===== config.mk =====
export PLATFORM = sky130hd
export DESIGN_NAME = nibble_add_seq_flat
export DESIGN_NICKNAME = d
export VERILOG_FILES = /design/src/rtl/nibble_add_seq_if.sv /design/src/rtl/nibble_add_seq.sv /design/src/flat_wrapper.sv
export SDC_FILE = /design/constraint.sdc
export NUM_CORES = 1
export LEC_CHECK = 0
export ABC_AREA = 1
export CORE_ASPECT_RATIO = 1.25
export CORE_UTILIZATION = 30
export DETAILED_ROUTE_END_ITERATION = 6
export GPL_TIMING_DRIVEN = 1
export PLACE_DENSITY = 0.5
export SYNTH_ARGS = -nofsm -noshare
export SYNTH_HDL_FRONTEND = slang
export SYNTH_SLANG_ARGS = --single-unit

===== constraint.sdc =====
create_clock -name wb_clk_i -period 1.71 [get_ports wb_clk_i]
set_input_delay 0.2565 -clock wb_clk_i [delete_from_list [all_inputs] [get_ports wb_clk_i]]
set_output_delay 0.2565 -clock wb_clk_i [all_outputs]
set_load 0.02 [all_outputs]

===== src/rtl/nibble_add_seq_if.sv =====
// Request/result/slice bundle for nibble_add_seq. The op_sub_i signal exists only
// when NIBBLE_ADD_SUB_EN is defined.
interface nibble_add_seq_if #(
    parameter int WIDTH = 32
);
    logic             req_valid_i;
    logic             req_ready_o;
    logic [WIDTH-1:0] op_a_i;
    logic [WIDTH-1:0] op_b_i;
    logic             cin_i;
`ifdef NIBBLE_ADD_SUB_EN
    logic             op_sub_i;
`endif
    logic             res_valid_o;
    logic             res_ready_i;
    logic [WIDTH-1:0] res_sum_o;
    logic             res_co_o;
    logic             busy_o;
    logic [3:0]       slice_a_o;
    logic [3:0]       slice_b_o;
    logic             slice_ci_o;
    logic [3:0]       slice_sum_i;
    logic             slice_co_i;

    // The sequencer is the slave of the request/result handshake and drives the slice.
    modport slave (
        input  req_valid_i, op_a_i, op_b_i, cin_i,
`ifdef NIBBLE_ADD_SUB_EN
        input  op_sub_i,
`endif
        input  res_ready_i, slice_sum_i, slice_co_i,
        output req_ready_o, res_valid_o, res_sum_o, res_co_o, busy_o,
        output slice_a_o, slice_b_o, slice_ci_o
    );

    modport master (
        output req_valid_i, op_a_i, op_b_i, cin_i,
`ifdef NIBBLE_ADD_SUB_EN
        output op_sub_i,
`endif
        output res_ready_i, slice_sum_i, slice_co_i,
        input  req_ready_o, res_valid_o, res_sum_o, res_co_o, busy_o,
        input  slice_a_o, slice_b_o, slice_ci_o
    );
endinterface


===== src/rtl/nibble_add_seq.sv =====
// WIDTH-bit adder that reuses one external 4-bit slice, one nibble per clock, LSB first.
// Defining NIBBLE_ADD_SUB_EN adds op_sub_i for A-B (res_co_o=1 means no borrow).
module nibble_add_seq #(
    parameter int WIDTH = 32
) (
    input  logic            wb_clk_i,
    input  logic            wb_rst_ni,
    nibble_add_seq_if.slave bus
);
    localparam int NIBBLES = WIDTH / 4;
    localparam int CNT_W   = (NIBBLES > 1) ? $clog2(NIBBLES) : 1;

    typedef enum logic [1:0] {S_IDLE, S_RUN, S_DONE} state_t;

    state_t             r_state;
    state_t             w_state_nxt;
    logic [WIDTH-1:0]   r_a_sh;
    logic [WIDTH-1:0]   r_b_sh;
    logic [WIDTH-5:0]   r_sum_sh;
    logic               r_carry;
    logic [CNT_W-1:0]   r_cnt;
    logic [WIDTH-1:0]   r_res_sum;
    logic               r_res_co;

    logic               w_req_ready;
    logic               w_res_valid;
    logic               w_busy;
    logic               w_run;
    logic               w_accept;
    logic               w_last;
    logic               w_sub_cur;
    logic               w_sub_req;
    logic               w_carry_init;
    logic [WIDTH-1:0]   w_sum_full;

`ifdef NIBBLE_ADD_SUB_EN
    logic r_sub;

    always_ff @(posedge wb_clk_i or negedge wb_rst_ni) begin
        if (!wb_rst_ni) begin
            r_sub <= 1'b0;
        end else if (w_accept) begin
            r_sub <= bus.op_sub_i;
        end
    end

    assign w_sub_cur = r_sub;
    assign w_sub_req = bus.op_sub_i;
`else
    assign w_sub_cur = 1'b0;
    assign w_sub_req = 1'b0;
`endif

    // Subtraction is A + ~B + 1, so the caller's carry-in is replaced by 1.
    assign w_carry_init = w_sub_req ? 1'b1 : bus.cin_i;
    assign w_last       = (r_cnt == CNT_W'(NIBBLES - 1));
    assign w_accept     = w_req_ready & bus.req_valid_i;
    // Only the upper WIDTH-4 bits of the sum shifter are stored; the newest nibble completes it.
    assign w_sum_full   = {bus.slice_sum_i, r_sum_sh};

    always_ff @(posedge wb_clk_i or negedge wb_rst_ni) begin
        // NOTE: state registers use non-blocking assignments so every flop samples pre-edge values.
        if (!wb_rst_ni) begin
            r_state <= S_IDLE;
        end else begin
            r_state <= w_state_nxt;
        end
    end

    always_comb begin
        // NOTE: every signal gets a default before the case so no path can infer a latch.
        w_state_nxt = r_state;
        w_req_ready = 1'b0;
        w_res_valid = 1'b0;
        w_busy      = 1'b0;
        w_run       = 1'b0;
        case (r_state)
            S_IDLE: begin
                w_req_ready = wb_rst_ni;
                if (bus.req_valid_i && wb_rst_ni) begin
                    w_state_nxt = S_RUN;
                end
            end
            S_RUN: begin
                w_busy = 1'b1;
                w_run  = 1'b1;
                if (w_last) begin
                    w_state_nxt = S_DONE;
                end
            end
            S_DONE: begin
                w_busy      = 1'b1;
                w_res_valid = 1'b1;
                if (bus.res_ready_i) begin
                    w_state_nxt = S_IDLE;
                end
            end
            default: w_state_nxt = S_IDLE;
        endcase
    end

    always_ff @(posedge wb_clk_i or negedge wb_rst_ni) begin
        // NOTE: shift registers are reset too, so an aborted operation leaves no visible residue.
        if (!wb_rst_ni) begin
            r_a_sh    <= '0;
            r_b_sh    <= '0;
            r_sum_sh  <= '0;
            r_carry   <= 1'b0;
            r_cnt     <= '0;
            r_res_sum <= '0;
            r_res_co  <= 1'b0;
        end else if (w_accept) begin
            r_a_sh  <= bus.op_a_i;
            r_b_sh  <= bus.op_b_i;
            r_carry <= w_carry_init;
            r_cnt   <= '0;
        end else if (w_run) begin
            r_a_sh   <= {4'h0, r_a_sh[WIDTH-1:4]};
            r_b_sh   <= {4'h0, r_b_sh[WIDTH-1:4]};
            r_sum_sh <= w_sum_full[WIDTH-1:4];
            r_carry  <= bus.slice_co_i;
            r_cnt    <= r_cnt + CNT_W'(1);
            if (w_last) begin
                r_res_sum <= w_sum_full;
                r_res_co  <= bus.slice_co_i;
            end
        end
    end

    assign bus.req_ready_o = w_req_ready;
    assign bus.res_valid_o = w_res_valid;
    assign bus.busy_o      = w_busy;
    assign bus.res_sum_o   = r_res_sum;
    assign bus.res_co_o    = r_res_co;
    assign bus.slice_a_o   = w_run ? r_a_sh[3:0] : 4'h0;
    assign bus.slice_b_o   = w_run ? (r_b_sh[3:0] ^ {4{w_sub_cur}}) : 4'h0;
    assign bus.slice_ci_o  = w_run & r_carry;
endmodule


===== src/flat_wrapper.sv =====
// flat-port wrapper written by rule: the top's interface ports become plain ports
module nibble_add_seq_flat 
#(
    parameter int WIDTH = 32
)
  (wb_clk_i, wb_rst_ni, bus_req_valid_i, bus_op_a_i, bus_op_b_i, bus_cin_i, bus_res_ready_i, bus_slice_sum_i, bus_slice_co_i, bus_req_ready_o, bus_res_valid_o, bus_res_sum_o, bus_res_co_o, bus_busy_o, bus_slice_a_o, bus_slice_b_o, bus_slice_ci_o);
  nibble_add_seq_if #(.WIDTH(WIDTH)) bus_i ();
  input  logic wb_clk_i;
  input  logic wb_rst_ni;
  input wire logic [$bits(bus_i.req_valid_i)-1:0] bus_req_valid_i;
  input wire logic [$bits(bus_i.op_a_i)-1:0] bus_op_a_i;
  input wire logic [$bits(bus_i.op_b_i)-1:0] bus_op_b_i;
  input wire logic [$bits(bus_i.cin_i)-1:0] bus_cin_i;
  input wire logic [$bits(bus_i.res_ready_i)-1:0] bus_res_ready_i;
  input wire logic [$bits(bus_i.slice_sum_i)-1:0] bus_slice_sum_i;
  input wire logic [$bits(bus_i.slice_co_i)-1:0] bus_slice_co_i;
  output wire logic [$bits(bus_i.req_ready_o)-1:0] bus_req_ready_o;
  output wire logic [$bits(bus_i.res_valid_o)-1:0] bus_res_valid_o;
  output wire logic [$bits(bus_i.res_sum_o)-1:0] bus_res_sum_o;
  output wire logic [$bits(bus_i.res_co_o)-1:0] bus_res_co_o;
  output wire logic [$bits(bus_i.busy_o)-1:0] bus_busy_o;
  output wire logic [$bits(bus_i.slice_a_o)-1:0] bus_slice_a_o;
  output wire logic [$bits(bus_i.slice_b_o)-1:0] bus_slice_b_o;
  output wire logic [$bits(bus_i.slice_ci_o)-1:0] bus_slice_ci_o;
  assign bus_i.req_valid_i = bus_req_valid_i;
  assign bus_i.op_a_i = bus_op_a_i;
  assign bus_i.op_b_i = bus_op_b_i;
  assign bus_i.cin_i = bus_cin_i;
  assign bus_i.res_ready_i = bus_res_ready_i;
  assign bus_i.slice_sum_i = bus_slice_sum_i;
  assign bus_i.slice_co_i = bus_slice_co_i;
  assign bus_req_ready_o = bus_i.req_ready_o;
  assign bus_res_valid_o = bus_i.res_valid_o;
  assign bus_res_sum_o = bus_i.res_sum_o;
  assign bus_res_co_o = bus_i.res_co_o;
  assign bus_busy_o = bus_i.busy_o;
  assign bus_slice_a_o = bus_i.slice_a_o;
  assign bus_slice_b_o = bus_i.slice_b_o;
  assign bus_slice_ci_o = bus_i.slice_ci_o;
  nibble_add_seq #(.WIDTH(WIDTH)) u_core (.wb_clk_i(wb_clk_i), .wb_rst_ni(wb_rst_ni), .bus(bus_i));
endmodule

---- After elaboration in Yosys (flattened, before gate mapping) ----
Index checks and enable logic that the tools add are counted.
W data, S select, Z words.
word-level totals
  flip-flop bits (word level) ............. 131
  input bits .............................. 74
  output and inout port bits .............. 45
  logic and storage cells ................. 43
cells by class
  add/sub/neg operators ................... 1
  eq/ne operators ......................... 6
  mux-type cells .......................... 18
  bitwise operators ....................... 3
  reduce and logical (&&, ||, !) cells .... 7
operators by type and width
  kind                   count
  $mux W32               4
  $mux W4                2
  $mux W1                6
  $mux W2                3
  $mux W3                2
  $pmux W2 S3            1
  $reduce_and A3 Y1      2
  $ne A2 B1 Y1 const B   2
  $add A3 B1 Y3 const B  1
  $eq A3 B3 Y1 const B   1
  $and A1 B1 Y1          2
  $eq A2 B1 Y1 const B   1
  $eq A2 B2 Y1 const B   1
  $logic_not A2 Y1       1
  $ne A2 B2 Y1 const B   1
  $reduce_and A2 Y1      1
  $reduce_bool A2 Y1     1
  $reduce_or A2 Y1       1
  $logic_and A1 B1 Y1    1
  $not A1 Y1             1

---- Depth between registers and ports, before layout ----
Gate-level depths: netlist of run 1.
  word-level depth ........................ 5
  mapped depth ............................ 10
  depth with buffers taken out ............ 7

---- Worst setup path after synthesis of run 1 ----
OpenSTA, ideal clock, no wires.
  path type ............................... register -> output
  start ................................... reg u_core.r_state[1]
  end ..................................... out bus_slice_a_o[0]
  arrival time ............................ 1237 ps
  data required time ...................... 1454 ps
  slack ................................... 216 ps
  stages on the path, launching flop included .. 7
  buffers on the path ..................... 2
  cells stage by stage .................... dfrtp_1 inv_1 ha_1 buf_2 clkbuf_1 nand2_1 inv_1
on the way
  word-level cells in the longest chain between the ends .. 3
ends and longest elaborated chain
  item                    line                   source
  start, declared         nibble_add_seq.sv:15   state_t r_state;
  start signal, assigned  nibble_add_seq.sv:66   r_state <= w_state_nxt;
  $eq A2 B1 Y1            nibble_add_seq.sv:77   case (r_state)
  $mux W1                 nibble_add_seq.sv:77
  $mux W4                 nibble_add_seq.sv:135  assign bus.slice_a_o = w_run ? r_a_sh[3:0] : 4'h0;
  end, declared           flat_wrapper.sv:22     output wire logic [$bits(bus_i.slice_a_o)-1:0] bus_slice_a_o;
Every way passes these cells.

---- Worst setup path in the final report of run 1 ----
  start ................................... reg u_core.r_res_co (netlist: u_core.bus.res_co_o)
  end ..................................... out bus_res_co_o
RTL lines
  item                    line                   source
  start, declared         nibble_add_seq.sv:23   logic r_res_co;
  start signal, assigned  nibble_add_seq.sv:125  r_res_co <= bus.slice_co_i;
  end, declared           flat_wrapper.sv:20     output wire logic [$bits(bus_i.res_co_o)-1:0] bus_res_co_o;
No word-level cell between the ends.

==> run_results.csv, run 1 <==
group,metric,value,unit
outcome,run_status,"complete, no violations",
detailed_routing,detail_route.wl_per_cell,13.0,µm
worst_setup_path,timing.critical_path.buf_inv,1,
logic_synthesis,synth.mux.area_fraction,0,
worst_setup_path,slowest_stage,"clkdlybuf4s50_1",
sta,finalSetupViolCount,0,
pwr,peak_supply_drop,657,µV
sta,slew_viol_final,0,
worst_setup_path,timing.critical_path.required,1.45,ns
placed_design,dp_hpwl,9.25,mm
cts,clkSlewWorstSetupHoldPaths,0.06,ns
die,fp.dieArea,0.0198,mm²
layout,fraction_of_final_layout_cells_sized_beyond_drive_strength_1,0.100,
placed_design,numPortBuffers,118,
logic_synthesis,synth.net_count,786,
sta,rsz0062_at_grt,"yes",
die,floorplan.die.height,157,µm
worst_setup_path,max_stage_delay,0.62,ns
worst_setup_path,crit_path_end,"bus_res_co_o",
worst_setup_path,path_class,"reg2out",
die,die_x,126,µm
detailed_routing,number_of_optimization_iterations_in_the_first_detailed_route_pass,5,
logic_synthesis,synth_area_leader_cell,"dfrtp_1",
sta,fin_crit,1.67,ns
cts,numClockSinks,131,
pwr,cellPowerDensity,1730,mW/mm²
worst_setup_path,critPathCaptureType,"output pin",
sta,setup_total_negative_slack,0,ns
logic_synthesis,distinct_cell_type_count_after_synthesis,18,
job,maxCapViolCount,0,
detailed_routing,ant_nets,0,
sta,max_fclk,0.598,GHz
detailed_routing,vias,4763,
logic_synthesis,syn-mean-instance-area,8.17,µm²
global_route,number_of_global_route_vias_before_repair,4540,
die,floorplan.initialDensity,0.307,
logic_synthesis,post-synth-top-area-fraction,0.568,
sta,tightest_slew,0.726,ns
cts,clock_latency,0.41,ns
layout,most-common-layout-cells,"nand2_1 (309), dfrtp_1 (130), clkdlybuf4s50_1 (104)",
hold_path,worst_hold_path_type,"in2async",
logic_synthesis,synth_warnings,0,
pwr,totalPowerFinal,13.8,mW
placed_design,gp_congestion,0.745,
logic_synthesis,netlist_area,0.00577,mm²
worst_setup_path,path_depth,1,
logic_synthesis,synth_seq_cells,131,
layout,antenna-diode-count,0,
worst_setup_path,path_cells,"clkdlybuf4s50_1",
worst_setup_path,rr_endpoint,"u_core.r_a_sh[5]",
global_route,grt_remaining_overflow,0,
placed_design,placedInstanceArea,0.00728,mm²
cts,clockRootBuffer,"clkbuf_16",
layout,nNetsFinal,907,
worst_setup_path,reg2reg_depth,7,
detailed_routing,wirelength,13.9,mm
logic_synthesis,dominant_combinational_cell_family_by_area_after_synthesis,"simple AND/OR/NAND/NOR gates",
worst_setup_path,r2r-start,"u_core.r_state[1]",
worst_setup_path,cp.arrival,1.42,ns
logic_synthesis,cells_after_synth,706,
sta,hold_viol_final,0,
worst_setup_path,crit_family,"buffers and inverters",
sta,fin_worst_hold_slack,0.245,ns
layout,layout_commonest_cell,"nand2_1",
detailed_routing,drt_first_iter_violations,337,
detailed_routing,route.detailed.drc,0,
cts,inserted_clock_buffers,17,
layout,syn2layout_area_growth,38.3,%
global_route,grt_usage,0.145,
worst_setup_path,regToRegSetupSlack,0.14,ns
sta,timing.final.crit_share,0.978,
cts,cts.path.max_buffers,2,
global_route,wire_length_of_the_first_global_routing_pass,22.6,mm
logic_synthesis,yosys.area_share.adder,0.0130,
worst_setup_path,critical_path.startpoint,"u_core.bus.res_co_o",
die,top_level_ports,119,
logic_synthesis,yosys-top-cells-area,"dfrtp_1 (57%), nand2_1 (20%), o21ai_0 (8.2%)",
cts,cts_tree,"built",
worst_setup_path,worstSetupStartpointType,"register",
layout,utilization,0.425,
logic_synthesis,yosys.area_share.xor_xnor,0,
logic_synthesis,synth_seq_area_share,0.568,
pwr,static-leakage-power,4.03,nW
detailed_routing,viasPerCell,4.44,
worst_setup_path,critPathMaxFanout,2,
sta,slew_headroom,0.516,
global_route,largest_net_degree_at_the_start_of_global_routing,123,
global_route,grt_antenna_before_repair,0,
layout,filler_cell_count,1917,
logic_synthesis,synth_compound_gate_area_share,0.107,
die,placement_rows,56,
sta,finalClockSkew,0.0101,ns
cts,htreeDepth,4,
logic_synthesis,synth_simple_gate_area_share,0.231,
layout,design_area,0.00798,mm²
die,coreArea,0.0188,mm²
## stage by stage
stage          std cells  setup slack (ns)
3_5_place_dp        1036           -0.0824
2_1_floorplan        706             0.216
4_1_cts             1070           -0.0148
3_3_place_gp        1036           -0.0618
6_report            1072            0.0368
5_1_grt             1072           -0.0418
## layout make-up
class                           count  area, µm²  share of cell area
Tap cell                          232        290              0.0364
Clock inverter                     12        131              0.0165
Timing Repair Buffer              143       1510               0.189
Multi-Input combinational cell    468       2060               0.258
Inverter                           66        250              0.0314
Sequential cell                   131       3280               0.411
Clock buffer                       20        457              0.0573
## cell usage after synthesis, drive strengths merged
master	n
buf	25
clkinv	1
clkbuf	16
nand4	2
inv	65
o21ai	123
nand2	313
nand3	24
ha	6
dfrtp	131
## worst min path at each step
stage          slack [ns]       from                  end
2_1_floorplan       -0.04  wb_rst_ni  u_core.bus.res_co_o
3_3_place_gp         0.10  wb_rst_ni    u_core.r_a_sh[29]
3_5_place_dp         0.10  wb_rst_ni    u_core.r_a_sh[29]
4_1_cts              0.22  wb_rst_ni    u_core.r_a_sh[29]
5_1_grt              0.24  wb_rst_ni    u_core.r_a_sh[29]
6_report             0.24  wb_rst_ni    u_core.r_a_sh[29]
## per-layer routing
metal | part of all wire | global-route usage | up-vias
met1 | 0.46 | 0.185 | 2198
li1 | - | - | 2437
met2 | 0.48 | 0.231 | 122
met4 | 0.0082 | 0.0579 | 0
met3 | 0.052 | 0.0435 | 6
met5 | 0 | 0 | -
## state kept, by name (all words and copies together) (netlist names)
signal                flops
u_core.r_b_sh            32
u_core.r_state            2
u_core.bus.res_co_o       1
u_core.r_cnt              3
u_core.bus.res_sum_o     32
u_core.r_a_sh            32
u_core.r_carry            1
u_core.r_sum_sh          28
## power breakdown
group	internal [mW]	total [mW]	switching, mW
combinational	2.17	5.13	2.96
sequential	4.40	5.06	0.663
clock	2.23	3.59	1.37
## worst register-to-register path: cells and delay by family (launching register included)
| kind | cells | cell delay (ns) |
|---|---|---|
| flops | 1 | 0.38 |
| simple gates | 2 | 0.25 |
| buf+inv | 3 | 0.45 |
| fa+ha+maj | 1 | 0.16 |
| compound gates | 1 | 0.20 |
## cells by family (layout without fill, tap and decap cells)
family                     Yosys count  count (layout)
DFF                                131             131
and+or+nand+nor                    339             339
AOI/OAI and AO/OA                  123             123
buffers and inverters              107             241
adders and majority gates            6               6
## timing repair
| action | 4_1_cts | 5_1_grt |
|---|---|---|
| endpoints found under the setup margin | 40 | 46 |
| endpoints found under the hold margin | 9 | 0 |
| gates cloned | 0 | 1 |
| hold buffers | 1 | 0 |
| resized for setup | 56 | 32 |
| pin swaps | 0 | 2 |
| setup buffers | 1 | 1 |
(Power assumes the default switching activity.)
==> run 2: changes to the inputs <==
--- a/config.mk
+++ b/config.mk
@@ -7,3 +7,3 @@
 export LEC_CHECK = 0
-export ABC_AREA = 1
+export ABC_AREA = 0
 export CORE_ASPECT_RATIO = 1.25
@@ -12,3 +12,3 @@
 export GPL_TIMING_DRIVEN = 1
-export PLACE_DENSITY = 0.5
+export PLACE_DENSITY = 0.54
 export SYNTH_ARGS = -nofsm -noshare
==> constraint.sdc (replaced) <==
create_clock -name wb_clk_i -period 1.71 [get_ports wb_clk_i]
set_input_delay 0.171 -clock wb_clk_i [delete_from_list [all_inputs] [get_ports wb_clk_i]]
set_output_delay 0.171 -clock wb_clk_i [all_outputs]
set_load 0.02 [all_outputs]
==> run 2 against run 1 <==
  * The flow now finishes with violations (setup timing)
  * Core utilization rose by 1.0 points
  * Via count fell by 19%
  * Critical path depth rose by 8
  * Final area rose by 2.4%
  * Worst hold slack got worse by 0.13 ns
  * Non-clock buffer count rose by 10
  * Clock power rose by 11%
  * Die area fell by 0.15%
  * Fmax fell by 2.6%
  * Sequential share of layout area fell by 0.98 points
  * Critical path type is now reg2reg
  * Critical endpoint is now u_core.bus.res_sum_o[28]
==> run_results.csv, run 2 <==
group,metric,value,unit
outcome,run_status,"complete, but fails checks",
outcome,failed_checks,"setup timing",
cts,inserted_clock_buffers,17,
worst_setup_path,crit_path_end,"u_core.bus.res_sum_o[28]",
logic_synthesis,syn-mean-instance-area,12.8,µm²
worst_setup_path,crit_path_frequent_cell,"buf_6",
logic_synthesis,synth_seq_cells,131,
worst_setup_path,rr_endpoint,"u_core.bus.res_sum_o[28]",
worst_setup_path,slowest_stage,"dfrtp_1",
logic_synthesis,postSynth.topFlopCell,"dfrtp_1",
global_route,grt_antenna_before_repair,0,
die,floorplan.die.height,157,µm
logic_synthesis,async_flop_share,1.00,
logic_synthesis,synth_area_leader_cell,"dfrtp_1",
cts,clkSlewWorstSetupHoldPaths,0.06,ns
layout,layout_commonest_cell,"dfrtp_1",
worst_setup_path,path_cells,"inv_2 -> ha_4 -> buf_6 -> buf_6 -> nand2_4 -> nor2_8 -> buf_6 -> buf_8 -> mux2_4",
sta,finalSetupViolCount,13,
detailed_routing,vias,3869,
worst_setup_path,timing.critical_path.buf_inv,5,
layout,seqCellArea,0.00328,mm²
worst_setup_path,critical_path.startpoint,"u_core.r_state[1]",
pwr,cellPowerDensity,1770,mW/mm²
sta,rsz0062_at_grt,"yes",
logic_synthesis,netlist_area,0.00576,mm²
pwr,static-leakage-power,3.51,nW
worst_setup_path,critPathCaptureType,"register",
detailed_routing,wirelength,13.7,mm
die,fp.dieArea,0.0198,mm²
detailed_routing,viasPerCell,4.62,
sta,max_fclk,0.582,GHz
die,top_level_ports,119,
cts,cts.path.max_buffers,2,
placed_design,dp_hpwl,7.99,mm
placed_design,gp_congestion,0.733,
layout,syn2layout_area_growth,41.9,%
worst_setup_path,reg2reg_depth,9,
die,floorplan.initialDensity,0.307,
detailed_routing,detail_route.wl_per_cell,16.4,µm
cts,clockRootBuffer,"clkbuf_16",
global_route,grt_remaining_overflow,0,
pwr,peak_supply_drop,721,µV
sta,layout_setup_ws,-0.00718,ns
sta,slew_viol_final,0,
cts,htreeDepth,4,
layout,most-common-layout-cells,"dfrtp_1 (130), clkdlybuf4s50_1 (105), nand2_1 (66)",
worst_setup_path,cp.arrival,2.01,ns
sta,setup_total_negative_slack,-0.0613,ns
die,coreArea,0.0188,mm²
worst_setup_path,timing.critical_path.required,2.00,ns
logic_synthesis,yosys-top-cells-area,"dfrtp_1 (57%), mux2i_1 (10%), mux2_4 (7.8%)",
worst_setup_path,worstSetupStartpointType,"register",
logic_synthesis,synth_edf_count,0,
detailed_routing,number_of_optimization_iterations_in_the_first_detailed_route_pass,4,
global_route,largest_net_degree_at_the_start_of_global_routing,131,
layout,antenna-diode-count,0,
global_route,wire_length_of_the_first_global_routing_pass,21.6,mm
global_route,number_of_global_route_vias_before_repair,4085,
placed_design,numPortBuffers,118,
die,die_x,126,µm
logic_synthesis,distinct_cell_type_count_after_synthesis,24,
sta,timing.final.crit_share,1.00,
logic_synthesis,yosysMostFrequentCell,"dfrtp_1",
detailed_routing,ant_nets,0,
logic_synthesis,cells_after_synth,451,
sta,hold_viol_final,0,
cts,cts_tree,"built",
detailed_routing,route.detailed.drc,0,
sta,finalClockSkew,0.00595,ns
layout,utilization,0.435,
cts,clock_latency,0.41,ns
worst_setup_path,regToRegSetupSlack,-0.007,ns
layout,nNetsFinal,673,
worst_setup_path,max_stage_delay,0.39,ns
layout,filler_cell_count,1785,
worst_setup_path,path_class,"reg2reg",
pwr,totalPowerFinal,14.4,mW
worst_setup_path,r2r-start,"u_core.r_state[1]",
hold_path,worst_hold_path_type,"in2async",
logic_synthesis,synth.net_count,531,
sta,tightest_slew,0.691,ns
global_route,grt_usage,0.141,
cts,numClockSinks,131,
worst_setup_path,path_depth,9,
sta,fin_crit,1.72,ns
worst_setup_path,crit_family,"buffers and inverters",
logic_synthesis,synth_warnings,0,
worst_setup_path,critPathMaxFanout,6,
die,placement_rows,56,
logic_synthesis,post-synth-top-area-fraction,0.569,
sta,slew_headroom,0.539,
layout,fraction_of_final_layout_cells_sized_beyond_drive_strength_1,0.259,
logic_synthesis,synth_seq_area_share,0.569,
logic_synthesis,ys_top_cells_by_count,"dfrtp_1 (131), nand2_1 (66), o21ai_0 (65), mux2i_1 (59), mux2_2 (32)",
job,maxCapViolCount,0,
detailed_routing,drt_first_iter_violations,148,
layout,multi_input_comb_area,0.00231,mm²
==> run 2: logic make-up (layout without fill, tap and decap cells) <==
| family | after synthesis | after routing | share of synthesized area |
|---|---|---|---|
| simple gates | 93 | 93 | 0.0732 |
| fa+ha+maj | 6 | 6 | 0.0130 |
| mux | 121 | 121 | 0.243 |
| compound gates | 67 | 67 | 0.0595 |
| xor+xnor | 1 | 1 | 0.00152 |
| flops | 131 | 131 | 0.569 |
| buf+inv | 32 | 187 | 0.0400 |
==> run 2: worst min path at each step <==
stage                    from                  end  slack [ns]  cells after the start
floorplan           wb_rst_ni  u_core.bus.res_co_o       -0.12                      0
global placement    wb_rst_ni    u_core.r_state[0]       -0.04                      1
detailed placement  wb_rst_ni    u_core.r_state[0]       -0.04                      1
CTS                 wb_rst_ni    u_core.r_state[0]        0.09                      2
global route        wb_rst_ni    u_core.r_state[0]         0.1                      2
finish              wb_rst_ni    u_core.r_state[0]        0.11                      2
==> run 2: cell type report <==
class,instances,share of cell area
clock inverters,14,0.0256
flip-flops and latches,131,0.401
well taps,232,0.0355
multi-input cells,288,0.283
clock buffers,18,0.0538
inverters,2,0.000919
repair buffers,153,0.200
==> run 2: what timing repair did <==
item | 4_1_cts | 5_1_grt
endpoints found under the hold margin | 131 | 0
setup endpoints to repair | 109 | 110
pin swaps | 2 | 8
gates cloned | 3 | 2
buffers inserted | 9 | 5
hold buffers | 1 | 0
gates resized for setup | 57 | 35
==> run 2: stage by stage <==
step	setup WS, ns	instances	instance area (µm²)	hold WS (ns)
CTS	-0.0918	834	8040	0.0915
detailed placement	-0.102	789	7240	-0.0368
finish	-0.00718	838	8170	0.112
global route	-0.0846	838	8170	0.0956
global placement	-0.0128	789	7240	-0.0372
floorplan	0.0296	451	5760	-0.125
==> run 2: routing by layer <==
layer / up-vias / global-route usage / share of wire
met4: 0 / 0.0448 / 0.0096
met2: 94 / 0.239 / 0.49
met1: 1929 / 0.177 / 0.47
met3: 13 / 0.0347 / 0.035
li1: 1833 / - / -
met5: - / 0 / 0
==> run 2: where the power goes <==
group / internal [mW] / leakage, nW / switching [mW]
Clock: 2.62 / 0.320 / 1.38
Sequential: 4.50 / 1.66 / 0.874
Combinational: 2.86 / 1.53 / 2.21
